File: src/rtl/mem_access_unit.sv
// mem_access_unit: sequences datapath loads/stores onto a word-only RAM,
// doing byte/halfword lane extraction on loads and read-modify-write on SB/SH.
module mem_access_unit #(
  parameter bit SIGN_EXT_LOADS = 1'b1
) (
  input  logic        Clk,
  input  logic        Rst,
  input  logic        MemRead,
  input  logic        MemWrite,
  input  logic [1:0]  ByteSel,
  input  logic [31:0] Address,
  input  logic [31:0] WriteData,
  output logic [31:0] ReadData,
  output logic        Stall,
  output logic        AccessErr,
  output logic [29:0] RamAddr,
  output logic        RamRdEn,
  output logic        RamWrEn,
  output logic [31:0] RamWData,
  input  logic [31:0] RamRData
);
  typedef enum logic [2:0] {IDLE, READ, WAIT, WRITE, DONE} state_e;
  state_e state_q, state_d;
  logic [31:0] addr_q, addr_d, wword_q, wword_d, rdata_q, rdata_d;
  logic [1:0] sel_q, sel_d;
  logic store_q, store_d, err_q, err_d;
  logic req, accept, err_in, sw_in;
  logic [7:0] byte_v;
  logic [15:0] half_v;
  logic [31:0] ld_word, mask, lane_data, merged;
  // ByteSel: 00/10 word, 01 byte, 11 halfword
  assign req    = MemRead | MemWrite;
  assign accept = (state_q == IDLE) & req;
  assign err_in = (MemRead & MemWrite) | ((ByteSel == 2'b11) & Address[0]) | (~ByteSel[0] & (|Address[1:0]));
  assign sw_in  = MemWrite & ~ByteSel[0];
  always_ff @(posedge Clk or negedge Rst) begin
    if (!Rst) state_q <= IDLE;
    else state_q <= state_d;
  end
  always_comb begin
    state_d = state_q;
    unique case (state_q)
      IDLE:    state_d = !req ? IDLE : err_in ? DONE : sw_in ? WRITE : READ;
      READ:    state_d = WAIT;
      WAIT:    state_d = store_q ? WRITE : DONE;
      WRITE:   state_d = DONE;
      DONE:    state_d = IDLE;
      default: state_d = IDLE;
    endcase
  end
  always_comb begin
    RamRdEn   = state_q == READ;
    RamWrEn   = state_q == WRITE;
    AccessErr = (state_q == DONE) & err_q;
    Stall     = Rst & (accept | (state_q == READ) | (state_q == WAIT) | (state_q == WRITE));
  end
  // Little-endian lane selection from the latched low address bits
  assign byte_v  = RamRData[{addr_q[1:0], 3'b000} +: 8];
  assign half_v  = RamRData[{addr_q[1], 4'b0000} +: 16];
  assign ld_word = ~sel_q[0] ? RamRData :
                   sel_q[1]  ? {{16{SIGN_EXT_LOADS & half_v[15]}}, half_v} :
                               {{24{SIGN_EXT_LOADS & byte_v[7]}}, byte_v};
  // Store data replicated into every lane; the mask keeps only the addressed one
  assign mask      = sel_q[1] ? 32'h0000_FFFF << {addr_q[1], 4'b0000} : 32'h0000_00FF << {addr_q[1:0], 3'b000};
  assign lane_data = sel_q[1] ? {2{wword_q[15:0]}} : {4{wword_q[7:0]}};
  assign merged    = (RamRData & ~mask) | (lane_data & mask);
  always_comb begin
    addr_d  = accept ? Address : addr_q;
    sel_d   = accept ? ByteSel : sel_q;
    store_d = accept ? MemWrite : store_q;
    err_d   = accept ? err_in : err_q;
    wword_d = accept ? WriteData : ((state_q == WAIT) & store_q) ? merged : wword_q;
    rdata_d = ((state_q == WAIT) & ~store_q) ? ld_word : rdata_q;
  end
  always_ff @(posedge Clk or negedge Rst) begin
    if (!Rst) begin
      addr_q  <= '0;
      sel_q   <= '0;
      store_q <= 1'b0;
      err_q   <= 1'b0;
      wword_q <= '0;
      rdata_q <= '0;
    end else begin
      addr_q  <= addr_d;
      sel_q   <= sel_d;
      store_q <= store_d;
      err_q   <= err_d;
      wword_q <= wword_d;
      rdata_q <= rdata_d;
    end
  end
  assign RamAddr  = addr_q[31:2];
  assign RamWData = wword_q;
  assign ReadData = rdata_q;
endmodule
File: config.mk
export PLATFORM = sky130hd
export DESIGN_NAME = mem_access_unit
export DESIGN_NICKNAME = d
export VERILOG_FILES = /design/src/rtl/mem_access_unit.sv
export SDC_FILE = /design/constraint.sdc
export NUM_CORES = 1
export LEC_CHECK = 0
export ABC_AREA = 1
export CAP_MARGIN = 10
export CELL_PAD_IN_SITES_DETAIL_PLACEMENT = 1
export CELL_PAD_IN_SITES_GLOBAL_PLACEMENT = 1
export CORE_ASPECT_RATIO = 1.75
export CORE_MARGIN = 8
export CORE_UTILIZATION = 30
export CTS_BUF_LIST = sky130_fd_sc_hd__clkbuf_8
export CTS_CLUSTER_SIZE = 10
export DETAILED_ROUTE_END_ITERATION = 6
export PLACE_DENSITY_LB_ADDON = 0.05
export SLEW_MARGIN = 30
export SYNTH_ARGS = -nofsm -noshare
export SYNTH_HDL_FRONTEND = slang
export SYNTH_SLANG_ARGS = --single-unit
File: constraint.sdc
create_clock -name Clk -period 1.5 [get_ports Clk]
set_input_delay 0.3 -clock Clk [delete_from_list [all_inputs] [get_ports Clk]]
set_output_delay 0.3 -clock Clk [all_outputs]
set_load 0.01 [all_outputs]
### Word-level counts from Yosys, hierarchy flattened

Cells that the tools add are included.

| cells by class | value |
|---|---|
| reductions and logical operators | 3 |
| bitwise operators | 21 |
| muxes and demuxes | 11 |
| shift-type cells | 4 |
| equality and inequality tests | 5 |

Operator list:

| kind | number |
|---|---|
| two-way mux 32 bit | 6 |
| bitwise AND 32 bit | 2 |
| inverter 32 bit | 1 |
| OR 32 bit | 1 |
| variable part select 32 x 6 -> 16 bit | 1 |
| variable part select 32 x 6 -> 8 bit | 1 |
| left shift 16 x 5 -> 32 bit, first input constant | 1 |
| left shift 8 x 5 -> 32 bit, first input constant | 1 |
| one-hot mux 3 bit (4 select lines) | 1 |
| bitwise AND 1 bit | 9 |
| two-way mux 3 bit | 3 |
| equality test 3 x 2 -> 1 bit, second input constant | 2 |
| OR 1 bit | 6 |
| equality test 3 x 1 -> 1 bit, second input constant | 1 |
| equality test 3 bit, second input constant | 1 |
| logical NOT 3 bit | 1 |
| equality test 2 bit, second input constant | 1 |
| two-way mux 2 bit | 1 |
| inverter 1 bit | 2 |
| nonzero test 2 bit | 1 |
| OR reduction 2 bit | 1 |

| word-level totals | value |
|---|---|
| flip-flop bits (word level) | 103 |
| output and inout port bits | 98 |

### Depth between registers and ports, before layout

| depth | value |
|---|---|
| depth in word-level cells | 7 |
| mapped depth | 9 |
| gate-level depth less buffers | 8 |

### Least setup slack after synthesis

No wires, ideal clock.

| timing | value |
|---|---|
| path kind | flip-flop to flip-flop |
| start | register sel_q[1] |
| end | register rdata_q[21] (netlist: ReadData[21]) |
| stages on the path, launching flop included | 10 |
| arrival time | 1199 ps |
| required time | 1374 ps |
| path buffers | 3 |
| setup time | 126 ps |
| period minus slack after synthesis | 1325 ps |
| path slack | 175 ps |
| cells stage by stage | dfrtp_1 buf_4 inv_2 buf_6 nand2_2 nand2_1 nand2_1 nand2_2 buf_2 a21oi_1 |

| on the way | value |
|---|---|
| word-level cells in the longest chain between the ends | 2 |

RTL lines:

| what | RTL line | source |
|---|---|---|
| start: declaration | 25 | `logic [1:0] sel_q, sel_d;` |
| start signal: assignment | 85 | `sel_q <= sel_d;` |
| two-way mux 32 bit | 61 | `sel_q[1] ? {{16{SIGN_EXT_LOADS & half_v[15]}}, half_v} :` |
| two-way mux 32 bit | 60 | `assign ld_word = ~sel_q[0] ? RamRData :` |
| end signal: assignment | 89 | `rdata_q <= rdata_d;` |
| end: declaration | 24 | `logic [31:0] addr_q, addr_d, wword_q, wword_d, rdata_q, rdata_d;` |

No other way between the ends.
A chain may end at the register's enable or synchronous reset.

### Worst setup path after layout

| timing | value |
|---|---|
| start | register state_q[0] |
| end | output Stall |

| on the way | value |
|---|---|
| word-level cells in the longest chain between the ends | 6 |

RTL lines:

| what | RTL line | source |
|---|---|---|
| start: declaration | 23 | `state_e state_q, state_d;` |
| start signal: assignment | 38 | `else state_q <= state_d;` |
| logical NOT 3 bit | 33 | `assign accept = (state_q == IDLE) & req;` |
| bitwise AND 1 bit | 33 |  |
| OR 1 bit (2 in a row) | 55 | `Stall = Rst & (accept \| (state_q == READ) \| (state_q == WAIT) \| (state_q == WRITE));` |
| OR 1 bit (*) | 55 |  |
| bitwise AND 1 bit (*) | 55 |  |
| end: declaration | 14 | `output logic Stall,` |

Mark *: on every way between the ends. The rest lies on a longest branch, timed or not.

==> impl_metrics.xml <==
<?xml version="1.0" encoding="UTF-8"?>
<metrics>
  <group name="die">
    <metric name="top_level_port_count" unit="">200</metric>
    <metric name="die_area" unit="µm²">23400</metric>
    <metric name="design.core.area" unit="µm²">18400</metric>
    <metric name="chipHeight" unit="µm">196</metric>
    <metric name="core.rowCount" unit="">66</metric>
    <metric name="starting_density_of_the_core" unit="">0.303</metric>
    <metric name="die_w" unit="µm">119</metric>
  </group>
  <group name="synthesis">
    <metric name="yosysUniqueCellTypes" unit="">24</metric>
    <metric name="netlist_top_cells_area" unit="">sky130_fd_sc_hd__dfrtp_1 46%, sky130_fd_sc_hd__nand2_1 24%, sky130_fd_sc_hd__nand3_1 6.5%</metric>
    <metric name="synth.avg_cell_area" unit="µm²">6.94</metric>
    <metric name="share_of_yosys_cell_area_claimed_by_the_top_area_cell_type" unit="">0.462</metric>
    <metric name="netlist_area" unit="µm²">5580</metric>
    <metric name="number_of_warnings_printed_during_yosys_synthesis" unit="">0</metric>
    <metric name="postSynth.topFlopCell" unit="">sky130_fd_sc_hd__dfrtp_1</metric>
    <metric name="ys_seq_elements" unit="">103</metric>
    <metric name="synth-seq-area-share" unit="">0.462</metric>
    <metric name="post-synth-top-count-cell" unit="">sky130_fd_sc_hd__nand2_1</metric>
    <metric name="post_synth_inst_count" unit="">804</metric>
    <metric name="synthArstFlopShare" unit="">1.00</metric>
    <metric name="synth-edff-count" unit="">0</metric>
    <metric name="netlist_top_cells_count" unit="">358 x sky130_fd_sc_hd__nand2_1, 103 x sky130_fd_sc_hd__dfrtp_1, 81 x sky130_fd_sc_hd__nor2_1, 72 x sky130_fd_sc_hd__nand3_1, 45 x sky130_fd_sc_hd__inv_1</metric>
    <metric name="yosysTopAreaCell" unit="">sky130_fd_sc_hd__dfrtp_1</metric>
    <metric name="postSynthNetCount" unit="">906</metric>
  </group>
  <group name="route">
    <metric name="avgViaCountPerCell" unit="">4.76</metric>
    <metric name="route.vias.total" unit="">6127</metric>
    <metric name="final_antenna_net_count" unit="">0</metric>
    <metric name="wl_per_cell" unit="µm">19.3</metric>
    <metric name="remaining_drc_errors" unit="">0</metric>
    <metric name="detail_route.first_pass.iterations" unit="">5</metric>
    <metric name="drt_first_iter_violations" unit="">222</metric>
    <metric name="totalWireLength" unit="mm">24.8</metric>
  </group>
  <group name="hold_path">
    <metric name="worstHoldPathType" unit="">input port to asynchronous set/reset pin</metric>
  </group>
  <group name="placed_design">
    <metric name="gp_congestion" unit="">0.861</metric>
    <metric name="placed_cells_incl_taps" unit="">1241</metric>
    <metric name="hpwlAfterDp" unit="mm">18.1</metric>
    <metric name="placement.io_buffers" unit="">199</metric>
  </group>
  <group name="sta">
    <metric name="worst_pin_slew" unit="ps">583</metric>
    <metric name="clock_skew" unit="ps">19.9</metric>
    <metric name="maxSlewViolCount" unit="">0</metric>
    <metric name="setup_repair_after_global_routing_missed_its_margin" unit="">true</metric>
    <metric name="timing.final.crit_share" unit="">1.10</metric>
    <metric name="final.setup.worst_slack" unit="ps">-152</metric>
    <metric name="finalSetupViolations" unit="">43</metric>
    <metric name="min_period" unit="ps">1650</metric>
    <metric name="final_hold_violation_count" unit="">0</metric>
    <metric name="timing.hold.ws" unit="ps">365</metric>
    <metric name="achievable-frequency" unit="MHz">605</metric>
    <metric name="max_slew_margin" unit="">0.611</metric>
  </group>
  <group name="clock_tree">
    <metric name="clk_root_buffer_cell" unit="">sky130_fd_sc_hd__clkbuf_8</metric>
    <metric name="clock_sink_count" unit="">103</metric>
    <metric name="numCtsBuffers" unit="">9</metric>
    <metric name="clk_pin_slew" unit="ps">100</metric>
    <metric name="cts_max_path_buffers" unit="">2</metric>
    <metric name="clock_insertion_delay_worst_skew" unit="ps">400</metric>
    <metric name="cts_tree" unit="">done</metric>
    <metric name="htree_num_levels" unit="">3</metric>
  </group>
  <group name="global_routing">
    <metric name="grt_pass1_wl" unit="mm">36.5</metric>
    <metric name="globalRoute.totalOverflow" unit="">0</metric>
    <metric name="track_usage" unit="">0.198</metric>
    <metric name="grt_antenna_before_repair" unit="">0</metric>
    <metric name="grt_pass1_vias" unit="">6603</metric>
    <metric name="grt_start_max_net_pins" unit="">103</metric>
  </group>
  <group name="power">
    <metric name="pwr_density_cell" unit="nW/µm²">2120</metric>
    <metric name="power.leakage" unit="nW">4.64</metric>
    <metric name="worst_ir_drop_vdd" unit="V">0.000776</metric>
  </group>
  <group name="worst_setup_path">
    <metric name="crit_slowest_cell" unit="">sky130_fd_sc_hd__dfrtp_2</metric>
    <metric name="critical_path_required" unit="ps">1200</metric>
    <metric name="critical_path_class" unit="">flip-flop to primary output</metric>
    <metric name="critical_path_peak_fanout" unit="">3</metric>
    <metric name="critical-path-top-delay-family" unit="">flip-flops</metric>
    <metric name="worstSetupStartpointType" unit="">flip-flop</metric>
    <metric name="timing.critical_path.slowest_cell_delay" unit="ps">470</metric>
    <metric name="cp.buffers_inverters" unit="">2</metric>
    <metric name="path_cells" unit="">buf_6 -&gt; nor2_4 -&gt; a31oi_1 -&gt; buf_2</metric>
    <metric name="arrival" unit="ps">1350</metric>
    <metric name="crit_path_end_kind" unit="">primary output</metric>
  </group>
  <group name="finish">
    <metric name="multi_input_area" unit="µm²">2740</metric>
    <metric name="fraction_of_final_layout_cells_with_drive_strength_greater_than_1" unit="">0.188</metric>
    <metric name="finalNetCount" unit="">1146</metric>
    <metric name="sequential_cell_area" unit="µm²">2580</metric>
    <metric name="fillers" unit="">2330</metric>
    <metric name="flow.area_growth_from_synthesis" unit="%">60.2</metric>
    <metric name="final_cells" unit="">1287</metric>
  </group>
  <group name="flow_run">
    <metric name="cap_violations" unit="">0</metric>
  </group>
  <group name="run_status">
    <metric name="failed_checks" unit="">setup timing</metric>
    <metric name="status" unit="">finished with violations</metric>
  </group>
</metrics>
[sequential cells by signal, indices dropped and copies added (netlist names), named ones only]
name / flops
RamWData: 24
err_q: 1
state_q: 3
sel_q: 2
store_q: 1
ReadData: 32
addr_q: 32
[final timing paths]
kind                              start      endpoint  slack (ps)  cells after the start
max                          state_q[0]         Stall        -150                      4
min                                 Rst    addr_q[24]         370                      3
max reg2reg                  state_q[2]     flip-flop         -80                      7
min reg2reg                RamWData[28]  RamWData[28]         480                      2
max in group asynchronous           Rst  ReadData[24]         390                      4
min in group Clk            Address[24]    addr_q[24]         440                      3
[worst min-delay path, cell delays in order]
cell	delay [ps]
sky130_fd_sc_hd__buf_4	100
sky130_fd_sc_hd__dlygate4sd3_1	560
sky130_fd_sc_hd__buf_4	130
[area by class of cell]
type | count | area share
repair buffers | 296 | 0.326
multi-input cells | 585 | 0.307
flip-flops and latches | 103 | 0.289
well taps | 238 | 0.0333
inverters | 49 | 0.0241
clock buffers | 9 | 0.0139
clock inverters | 6 | 0.00686
diodes | 1 | 0.000280
[kinds of logic after synthesis]
group,after synthesis,synth area share
buffers and inverters,118,0.108
DFF,103,0.462
and+or+nand+nor,531,0.383
AOI/OAI and AO/OA,52,0.0477
[metal layers]
| metal | up-vias | routed length, µm | GRT usage |
|---|---|---|---|
| met5 | - | 0 | 0 |
| met4 | 0 | 573 | 0.0584 |
| met3 | 24 | 1240 | 0.0438 |
| met2 | 169 | 13300 | 0.368 |
| met1 | 3004 | 9620 | 0.217 |
| li1 | 2930 | - | - |
[report_power, final]
part | switching (W) | leakage [nW] | internal, W | total [W]
clock network | 0.00105 | 0.0953 | 0.000761 | 0.00181
registers | 0.000831 | 1.23 | 0.00420 | 0.00503
logic | 0.00692 | 3.31 | 0.00516 | 0.0121
[cells in the final DEF, fill, tap and decap left out, types with 13 or more instances in the layout]
master / n
sky130_fd_sc_hd__nor2_2: 13
sky130_fd_sc_hd__dfrtp_1: 97
sky130_fd_sc_hd__nand2_2: 16
sky130_fd_sc_hd__nand2_1: 345
sky130_fd_sc_hd__clkdlybuf4s50_1: 100
sky130_fd_sc_hd__buf_6: 19
sky130_fd_sc_hd__inv_1: 41
sky130_fd_sc_hd__buf_4: 60
sky130_fd_sc_hd__a21oi_1: 24
sky130_fd_sc_hd__nand3_1: 59
sky130_fd_sc_hd__dlygate4sd2_1: 94
sky130_fd_sc_hd__nor2_1: 64
[stage by stage]
step	TNS [ps]	power, W	setup WS (ps)	cell area, µm²	util
floorplan	0	0.0108	175	5580	-
global placement	-17170	0.0157	-339	8060	0.437
detailed placement	-21460	0.0160	-423	8060	0.437
CTS	-482	0.0173	-160	8260	0.449
global route	-11020	0.0204	-242	8940	0.485
finish	-2150	0.0189	-152	8940	0.486
[what timing repair did]
item                                   CTS  global route
gates resized for setup                140           103
setup buffers                            7             8
setup endpoints to repair              153            72
hold buffers                             1             0
pin swaps                                3            26
endpoints found under the hold margin    1             0
cloned                                   0            14
Power figures use the tool's default switching activity.
